File: src/rtl/router_pkg.sv
// router_pkg: packet layout, node addresses and helpers shared by the router, its local NI and benches
// Contents: PKT_W, field bit positions, NODE_* addresses, rx_word_t ejection word, build_pkt()
package router_pkg;

    localparam int PKT_W = 40;

    localparam int MARK_BIT = 39;
    localparam int DST_HI   = 38;
    localparam int DST_LO   = 37;
    localparam int SRC_HI   = 36;
    localparam int SRC_LO   = 35;
    localparam int SEQ_HI   = 34;
    localparam int SEQ_LO   = 32;
    localparam int PAY_HI   = 31;
    localparam int PAY_LO   = 0;

    localparam logic [1:0] NODE_0 = 2'd0;
    localparam logic [1:0] NODE_1 = 2'd1;
    localparam logic [1:0] NODE_2 = 2'd2;
    localparam logic [1:0] NODE_3 = 2'd3;

    typedef struct packed {
        logic [1:0]  src;
        logic [31:0] payload;
    } rx_word_t;

    // The marker bit guarantees a real packet is never all-zero, which the
    // router uses as its "no packet" encoding.
    function automatic logic [PKT_W-1:0] build_pkt(
        input logic [1:0]  dst,
        input logic [1:0]  src,
        input logic [2:0]  seq,
        input logic [31:0] payload
    );
        return {1'b1, dst, src, seq, payload};
    endfunction

endpackage

File: src/rtl/ni_rx_fifo.sv
// ni_rx_fifo: synchronous first-word-fall-through FIFO with occupancy output
// Ports: clk, rst_n (async, active-high reset), push/din, pop, dout (head word),
//        empty, full, occ (number of stored words)
module ni_rx_fifo #(
    parameter int DEPTH = 8,
    parameter int WIDTH = 34
) (
    input  logic                       clk,
    input  logic                       rst_n,
    input  logic                       push,
    input  logic [WIDTH-1:0]           din,
    input  logic                       pop,
    output logic [WIDTH-1:0]           dout,
    output logic                       empty,
    output logic                       full,
    output logic [$clog2(DEPTH):0]     occ
);

    localparam int AW = $clog2(DEPTH);

    logic [WIDTH-1:0] mem_q [DEPTH];
    logic [WIDTH-1:0] mem_d [DEPTH];
    logic [AW-1:0]    wptr_q, wptr_d, rptr_q, rptr_d;
    logic [AW:0]      occ_q, occ_d;
    logic             wr, rd;

    assign empty = (occ_q == '0);
    assign full  = (occ_q == (AW+1)'(DEPTH));
    assign occ   = occ_q;
    assign dout  = mem_q[rptr_q];

    // A push into a full FIFO is still taken when a pop frees the head slot
    // in the same cycle.
    always_comb begin
        rd     = pop && !empty;
        wr     = push && (!full || rd);
        mem_d  = mem_q;
        if (wr) mem_d[wptr_q] = din;
        wptr_d = wptr_q + AW'(wr);
        rptr_d = rptr_q + AW'(rd);
        occ_d  = occ_q + (AW+1)'(wr) - (AW+1)'(rd);
    end

    always_ff @(posedge clk or posedge rst_n) begin
        if (rst_n) begin
            for (int i = 0; i < DEPTH; i++) mem_q[i] <= '0;
            wptr_q <= '0;
            rptr_q <= '0;
            occ_q  <= '0;
        end else begin
            mem_q  <= mem_d;
            wptr_q <= wptr_d;
            rptr_q <= rptr_d;
            occ_q  <= occ_d;
        end
    end

endmodule

File: src/rtl/router_local_ni.sv
// router_local_ni: local network interface sitting on a router's local port
// Ports:
//   clk, rst_n (async, active-high reset)
//   injection: tx_valid/tx_dst/tx_payload/tx_ready from the core;
//              wr_en_local/wdata_local/full_local towards the router local FIFO
//   ejection:  data_to_local/wr_next_local_en/next_full_local from the router;
//              rx_valid/rx_src/rx_payload/rx_ready towards the core
//   status:    tx_count, rx_count (wrapping), drop_count (saturating), seq_err (sticky)
module router_local_ni
    import router_pkg::*;
#(
    parameter logic [1:0] LOCAL_ID = NODE_2,
    parameter int         RX_DEPTH = 8,
    parameter int         WD       = PKT_W
) (
    input  logic          clk,
    input  logic          rst_n,
    input  logic          tx_valid,
    input  logic [1:0]    tx_dst,
    input  logic [31:0]   tx_payload,
    output logic          tx_ready,
    output logic          wr_en_local,
    output logic [WD-1:0] wdata_local,
    input  logic          full_local,
    input  logic [WD-1:0] data_to_local,
    input  logic          wr_next_local_en,
    output logic          next_full_local,
    output logic          rx_valid,
    output logic [1:0]    rx_src,
    output logic [31:0]   rx_payload,
    input  logic          rx_ready,
    output logic [15:0]   tx_count,
    output logic [15:0]   rx_count,
    output logic [7:0]    drop_count,
    output logic          seq_err
);

    localparam int AW = $clog2(RX_DEPTH);

    localparam logic ST_IDLE = 1'b0;
    localparam logic ST_SEND = 1'b1;

    logic          state_q, state_d;
    logic [WD-1:0] wdata_q, wdata_d;
    logic [2:0]    tx_seq_q [4];
    logic [2:0]    tx_seq_d [4];
    logic [2:0]    rx_exp_q [4];
    logic [2:0]    rx_exp_d [4];
    logic [15:0]   tx_count_q, tx_count_d;
    logic [15:0]   rx_count_q, rx_count_d;
    logic [7:0]    drop_count_q, drop_count_d;
    logic          seq_err_q, seq_err_d;

    logic          accept;
    logic [1:0]    in_src;
    logic [2:0]    in_seq;
    logic          rx_good, rx_pop, rx_push, rx_drop;
    logic          fifo_empty, fifo_full;
    logic [AW:0]   fifo_occ;
    rx_word_t      fifo_din, fifo_dout;

    // ---------------- injection ----------------
    // Only two states, so "SEND && !full_local" collapses to "!full_local".
    assign tx_ready    = !rst_n && (state_q == ST_IDLE || !full_local);
    assign wr_en_local = (state_q == ST_SEND) && !full_local;
    assign accept      = tx_valid && tx_ready;
    assign wdata_local = wdata_q;
    assign tx_count    = tx_count_q;

    always_comb begin
        state_d    = state_q;
        wdata_d    = wdata_q;
        tx_seq_d   = tx_seq_q;
        tx_count_d = tx_count_q + 16'(wr_en_local);
        if (accept) begin
            state_d          = ST_SEND;
            wdata_d          = build_pkt(tx_dst, LOCAL_ID, tx_seq_q[tx_dst], tx_payload);
            tx_seq_d[tx_dst] = tx_seq_q[tx_dst] + 3'd1;
        end else if (wr_en_local) begin
            state_d = ST_IDLE;
            wdata_d = '0;
        end
    end

    // ---------------- ejection ----------------
    assign in_src   = data_to_local[SRC_HI:SRC_LO];
    assign in_seq   = data_to_local[SEQ_HI:SEQ_LO];
    assign rx_good  = wr_next_local_en && data_to_local[MARK_BIT] &&
                      (data_to_local[DST_HI:DST_LO] == LOCAL_ID);
    assign rx_pop   = rx_valid && rx_ready;
    assign rx_push  = rx_good && (!fifo_full || rx_pop);
    assign rx_drop  = wr_next_local_en && !rx_push;
    assign fifo_din = '{src: in_src, payload: data_to_local[PAY_HI:PAY_LO]};

    assign rx_valid        = !fifo_empty;
    assign rx_src          = fifo_dout.src;
    assign rx_payload      = fifo_dout.payload;
    // Two spare slots cover the words already in flight while the router
    // registers the stall.
    assign next_full_local = (fifo_occ >= (AW+1)'(RX_DEPTH - 2));
    assign rx_count        = rx_count_q;
    assign drop_count      = drop_count_q;
    assign seq_err         = seq_err_q;

    // The expected sequence resyncs on every addressed packet, even one lost
    // to a full buffer, so a single gap raises seq_err only once.
    always_comb begin
        rx_exp_d     = rx_exp_q;
        seq_err_d    = seq_err_q;
        rx_count_d   = rx_count_q + 16'(rx_push);
        drop_count_d = (rx_drop && drop_count_q != 8'hFF) ? drop_count_q + 8'd1 : drop_count_q;
        if (rx_good) begin
            seq_err_d        = seq_err_q || (in_seq != rx_exp_q[in_src]);
            rx_exp_d[in_src] = in_seq + 3'd1;
        end
    end

    ni_rx_fifo #(
        .DEPTH (RX_DEPTH),
        .WIDTH ($bits(rx_word_t))
    ) u_rx_fifo (
        .clk   (clk),
        .rst_n (rst_n),
        .push  (rx_push),
        .din   (fifo_din),
        .pop   (rx_pop),
        .dout  (fifo_dout),
        .empty (fifo_empty),
        .full  (fifo_full),
        .occ   (fifo_occ)
    );

    always_ff @(posedge clk or posedge rst_n) begin
        if (rst_n) begin
            state_q      <= ST_IDLE;
            wdata_q      <= '0;
            tx_count_q   <= '0;
            rx_count_q   <= '0;
            drop_count_q <= '0;
            seq_err_q    <= 1'b0;
            for (int i = 0; i < 4; i++) begin
                tx_seq_q[i] <= '0;
                rx_exp_q[i] <= '0;
            end
        end else begin
            state_q      <= state_d;
            wdata_q      <= wdata_d;
            tx_seq_q     <= tx_seq_d;
            rx_exp_q     <= rx_exp_d;
            tx_count_q   <= tx_count_d;
            rx_count_q   <= rx_count_d;
            drop_count_q <= drop_count_d;
            seq_err_q    <= seq_err_d;
        end
    end

endmodule

File: config.mk
export PLATFORM = sky130hd
export DESIGN_NAME = router_local_ni
export DESIGN_NICKNAME = d
export VERILOG_FILES = /design/src/rtl/router_pkg.sv /design/src/rtl/ni_rx_fifo.sv /design/src/rtl/router_local_ni.sv
export SDC_FILE = /design/constraint.sdc
export NUM_CORES = 1
export LEC_CHECK = 0
export ABC_AREA = 1
export CAP_MARGIN = 20
export CORE_ASPECT_RATIO = 0.6
export CORE_MARGIN = 2
export CORE_UTILIZATION = 35
export DETAILED_ROUTE_END_ITERATION = 10
export MAX_ROUTING_LAYER = met4
export SKIP_CTS_REPAIR_TIMING = 1
export SLEW_MARGIN = 20
export SYNTH_ARGS = -nofsm -noshare
export SYNTH_HDL_FRONTEND = slang
export SYNTH_SLANG_ARGS = --single-unit
export TNS_END_PERCENT = 1
File: constraint.sdc
create_clock -name clk -period 15.3 [get_ports clk]
set_input_delay 1.53 -clock clk [delete_from_list [all_inputs] [get_ports clk]]
set_output_delay 1.53 -clock clk [all_outputs]
set_load 0.02 [all_outputs]
==> impl_metrics.toml, run 1 <==
[power_and_ir_drop]
seqPwrFrac_pct = 38.8
switchingPower_mw = 1.456
pwr-share-clk_pct = 24.5
p_per_area_nw_per_um2 = 186.7
p_comb_share_pct = 36.6
p_int_mw = 2.415
swShare_pct = 37.60
ir_drop_v = 0.0001177
p_leak_nw = 9.624

[placed_design]
placed_cells = 2643
io_buffers = 197
dp_hpwl_mm = 26.75
place_ws_ns = 10.42
gp_congestion = 0.7848

[timing]
tightest_slew_ns = 1.086
rsz0062_at_grt = "false"
slew_headroom_pct = 27.54
fmax_ghz = 0.1836
fin_crit_ns = 5.445
fin_crit_sh_pct = 35.59
holdWs_ns = 0.4723
hold_viol = 0
skew_ns = 0.01016
worst_slack_ns = 9.855
finalSetupTns_ns = 0
setup_violations = 0
drv_slew = 0

[synthesis]
synth.yosys.warnings = 0
synth_seq_cells = 385
ys_types = 36
synth_top_area_share_pct = 55.90
synth.area.top_cells = "dfrtp_1 56%, nand2_1 11%, o21ai_0 7.6%"
syn_avg_cell_area_um2 = 8.999
synth_fp_nets = 2015
netlist_area_um2 = 17230
synth.largest_area_cell = "dfrtp_1"
seq_area_frac_synth_pct = 55.90
syn_inst = 1915

[route]
first_pass_iters = 5
ant_nets = 0
num_vias = 13629
drc_errors = 0
wire_per_inst_um = 16.62
dr.first_iter.drc_count = 1208
drt_wl_total_mm = 45.08
viasPerCell = 5.025

[critical_path]
critPathKind = "reg2out"
endpoint_kind = "output pin"
arrival_ns = 3.92
worstSetupStartpoint = "u_rx_fifo.rptr_q[0]$_DFF_PP0_"
critPathLaunchType = "flop"
cp_max_fo = 84
required_ns = 13.77
timing.rr.start = "u_rx_fifo.occ[2]$_DFF_PP0_"

[clocking]
cts-root-buf = "clkbuf_16"
clock-sinks = 385
clk_pin_slew_ns = 0.07
htreeDepth = 2
clock_latency_ns = 0.54
clockBufferDepth = 3
tritoncts = "yes"
cts_made_buffers = 39

[grt]
grt_max_degree = 103
grt_pass1_wl_mm = 73.30
grt_usage_pct = 18.17
grt_pass1_vias = 13290
overflow = 0
antenna_found_initial = 2

[flow_run]
drv_cap = 0

[floorplan]
die_area_um2 = 51090
die_w_um = 290.5
row_count = 62
coreArea_um2 = 48250
initial_utilization_pct = 35.72
num_io_pins = 199
die_y_um = 175.9

[worst_hold_path]
hold_path.class = "reg2reg"
min_from = "rx_count[15]$_DFF_PP0_"

[finish]
mostFrequentLayoutCells = "503 x nand2_1, 383 x dfrtp_1, 262 x o21ai_0"
syn_to_final_growth_pct = 20.30
nets = 2145
num-fill-cells = 4683
layout_commonest_cell = "nand2_1"
finalNonFillerCells = 2712
final_util_pct = 42.97
multi_input_area_um2 = 6625
seq_area_um2 = 9642
drive_gt1_share_pct = 5.266

[status]
status = "finished, final reports clean"
sequential cells by signal, indices dropped and copies added (netlist names):
signal,count
drop_count,8
u_rx_fifo.mem_q,272
rx_count,16
wdata_local,38
u_rx_fifo.occ,4
u_rx_fifo.wptr_q,3
seq_err,1
tx_seq_q,12
u_rx_fifo.rptr_q,3
tx_count,16
rx_exp_q,12
worst paths after layout:
kind	slack [ns]	cells past startpoint	endpoint
setup / recovery	9.85	7	rx_payload[19]
hold reg to reg	0.47	1	rx_count[15]$_DFF_PP0_
setup reg to reg	12.46	13	rx_count[10]$_DFF_PP0_
min in group asynchronous	1.53	2	wdata_local[6]$_DFFE_PP0P_
hold / removal	0.47	1	rx_count[15]$_DFF_PP0_
max in group asynchronous	11.42	4	u_rx_fifo.mem_q[90]$_DFFE_PP0P_
area by class of cell:
class | count | share of cell area (%)
Timing Repair Buffer | 211 | 10.08
Clock buffer | 51 | 5.371
Multi-Input combinational cell | 1326 | 31.96
Inverter | 82 | 1.533
Clock inverter | 15 | 0.6699
Antenna cell | 2 | 0.02414
Sequential cell | 385 | 46.51
Tap cell | 640 | 3.862
synth_stat cells:
library cell and n:
a21oi_1 4, a22o_1 34, a22oi_1 3, a31oi_1 1, buf_1 16, buf_2 17
buf_4 4, buf_6 23, clkbuf_1 62, clkinv_1 1, conb_1 1, dfrtp_1 385
fa_1 1, ha_1 19, inv_1 79, inv_2 2, nand2_1 503, nand2_4 1
nand3_1 28, nand3_2 3, nand3_4 5, nand3b_1 4, nand4_1 7, nor2_1 229
nor3_1 9, nor3b_1 1, nor3b_4 1, o2111ai_4 1, o21a_1 1, o21ai_0 262
o21ai_1 83, o21ai_2 18, o221ai_1 1, o32ai_1 68, xnor2_1 15, xor2_1 23
cell families (layout without fill, tap and decap cells):
| family | count (synthesis) | count (layout) | share of synthesized area (%) |
|---|---|---|---|
| other | 1 | 3 | 0.02176 |
| XOR/XNOR | 38 | 38 | 1.931 |
| AO/OA/AOI/OAI | 476 | 476 | 16.65 |
| AND/OR/NAND/NOR | 791 | 791 | 18.35 |
| flip-flops | 385 | 385 | 55.90 |
| adder cells (fa/ha/maj) | 20 | 20 | 1.496 |
| buffers and inverters | 204 | 359 | 5.656 |
power by group through the flow:
stage	Clock, mW	Sequential [mW]	Combinational [mW]
after floorplan	0	1.47	0.927
after global placement	0	1.51	1.40
after CTS	0.979	1.50	1.43
after detailed placement	0	1.51	1.43
final	0.949	1.50	1.42
after global routing	1.02	1.54	1.59
stage by stage:
stage                     power, mW  area [um2]
after detailed placement      2.942       19450
after CTS                     3.912       20710
final                         3.871       20730
after floorplan               2.401       17230
after global routing          4.152       20730
after global placement        2.909       19450
layer usage:
layer / wire length, um / global-route usage (%)
met5: 0 / -
met4: 655 / 4.080
met3: 1996 / 2.847
met2: 19690 / 26.76
met1: 22740 / 26.36
critical path, stage by stage (launching register included):
cell and delay, ns:
dfrtp_4 0.72, inv_4 0.53, buf_4 0.85, nor2_1 0.10, o32ai_1 0.27, nand2_1 0.09, nand2_1 0.15, clkdlybuf4s50_1 0.64
(Power assumes the default switching activity.)
==> run 2: changes to the inputs <==
==> constraint.sdc (replaced) <==
create_clock -name clk -period 5.3 [get_ports clk]
set_input_delay 0.53 -clock clk [delete_from_list [all_inputs] [get_ports clk]]
set_output_delay 0.53 -clock clk [all_outputs]
set_load 0.02 [all_outputs]
==> run 2 against run 1 <==
Against the previous run:
- register-to-register slack worse by 10 ns
- total power grew to 2.9 times the previous value
- largest power group unchanged
- clock power grew to 3.1 times the previous value
- highest routed layer unchanged
- cell area is 0.92% higher
- critical path depth is 1 lower
- non-clock buffer count is 5 higher
- sequential cell count stayed put
==> impl_metrics.toml, run 2 (synthesized netlist as in run 1, its figures left out) <==
[status]
status = "finished, final reports clean"

[placed_design]
placed_area_um2 = 19530
gp_congestion = 0.8003
place_ws_ns = 1.752
dp_hpwl_mm = 26.53
placed_cells = 2649
io_buffers = 197

[timing]
holdWs_ns = 0.4725
worst_slack_ns = 1.233
setup_violations = 0
slew_headroom_pct = 29.04
fin_crit_ns = 4.067
tightest_slew_ns = 1.064
fmax_ghz = 0.2459
hold_viol = 0
drv_slew = 0
fin_crit_sh_pct = 76.74
rsz0062_at_grt = "false"
skew_ns = 0.01256

[finish]
top_register = "u_rx_fifo.mem_q"
layout_commonest_cell = "nand2_1"
mostFrequentLayoutCells = "503 x nand2_1, 383 x dfrtp_1, 262 x o21ai_0"
syn_to_final_growth_pct = 21.40
finalNonFillerCells = 2721
postLayoutCellArea_um2 = 20920
nets = 2151
drive_gt1_share_pct = 5.721
largest_reg_flops = 272

[floorplan]
num_io_pins = 199
die_w_um = 290.5
coreArea_um2 = 48250
die_y_um = 175.9
die_area_um2 = 51090
row_count = 62
initial_utilization_pct = 35.72

[worst_hold_path]
hold_path.class = "reg2reg"

[critical_path]
rr_endpoint = "rx_count[10]$_DFF_PP0_"
cp_max_fo = 100
endpoint_kind = "output pin"
reg2regPathDepth = 13
timing.reg2reg.setup_slack_ns = 2.48
endpoint = "rx_payload[4]"
required_ns = 4.77
critPathKind = "reg2out"
timing.rr.start = "u_rx_fifo.occ[2]$_DFF_PP0_"
worstSetupStartpoint = "u_rx_fifo.rptr_q[0]$_DFF_PP0_"
arrival_ns = 3.54
critPathLaunchType = "flop"

[clocking]
cts_made_buffers = 40
htreeDepth = 2
clock-sinks = 385
clockBufferDepth = 3
cts-root-buf = "clkbuf_16"
clk_pin_slew_ns = 0.07
clock_latency_ns = 0.54
tritoncts = "yes"

[route]
first_pass_iters = 5
ant_nets = 0
viasPerCell = 4.947
dr.first_iter.drc_count = 911
wire_per_inst_um = 16.37
num_vias = 13462
drc_errors = 0
drt_wl_total_mm = 44.56

[grt]
grt_usage_pct = 17.97
overflow = 0
grt_pass1_wl_mm = 72.54
grt_max_degree = 113
grt_pass1_vias = 13192
antenna_found_initial = 1

[power_and_ir_drop]
p_leak_nw = 9.712
p_per_area_nw_per_um2 = 545.1
ir_drop_v = 0.0002511

[flow_run]
drv_cap = 0
-- run 2: cell types whose count changed in the layout (fill, tap and decap cells not counted), sizes merged --
cell	before	now
bufinv	2	5
clkinvlp	4	5
clkinv	10	6
clkbuf	51	54
inv	81	83
diode	2	1
buf	14	19
-- run 2: critical path, cell delays in order, from the launching register on --
cell and delay, ns:
dfrtp_4 0.71, buf_4 0.87, nor2_1 0.08, o32ai_1 0.33, nand2_1 0.10, nand2_1 0.12
clkdlybuf4s50_1 0.69
-- run 2: report_power, final --
part / internal (mW) / switching, mW
Sequential: 3.74 / 0.592
Clock: 1.78 / 1.20
Combinational: 1.68 / 2.43
Total: 7.19 / 4.21
-- run 2: per-stage QoR --
step	util (%)	TNS (ns)	power, mW
after detailed placement	40.48	0	8.496
after floorplan	-	-156.29	6.933
after global routing	43.36	0	12.22
final	43.36	0	11.40
after global placement	40.48	0	8.420
after CTS	43.36	0	11.55
-- run 2: final cells by class --
type	instances	area (um2)
Tap cell	640	800.8
Timing Repair Buffer	216	2152
Sequential cell	385	9642
Clock inverter	17	231.5
Inverter	82	314.1
Clock buffer	54	1155
Fill cell	4653	27330
Multi-Input combinational cell	1326	6625
Antenna cell	1	2.502
-- run 2: routing by layer --
metal	routed length [um]	share of wire [%]	track usage, %
met1	22200	50	25.70
met2	19850	45	27.04
met3	1778	4.0	2.670
met4	723	1.6	4.059
met5	0	0	-
-- run 2: worst min path at each step --
stage                                           startpoint                                to  slack, ns  cells after the start
after floorplan            u_rx_fifo.mem_q[44]$_DFFE_PP0P_   u_rx_fifo.mem_q[44]$_DFFE_PP0P_       0.45                      2
after global placement    u_rx_fifo.mem_q[203]$_DFFE_PP0P_  u_rx_fifo.mem_q[203]$_DFFE_PP0P_       0.46                      2
after detailed placement  u_rx_fifo.mem_q[203]$_DFFE_PP0P_  u_rx_fifo.mem_q[203]$_DFFE_PP0P_       0.46                      2
after CTS                 u_rx_fifo.mem_q[203]$_DFFE_PP0P_  u_rx_fifo.mem_q[203]$_DFFE_PP0P_       0.48                      2
after global routing      u_rx_fifo.mem_q[159]$_DFFE_PP0P_  u_rx_fifo.mem_q[159]$_DFFE_PP0P_       0.50                      2
final                     u_rx_fifo.mem_q[203]$_DFFE_PP0P_  u_rx_fifo.mem_q[203]$_DFFE_PP0P_       0.47                      2
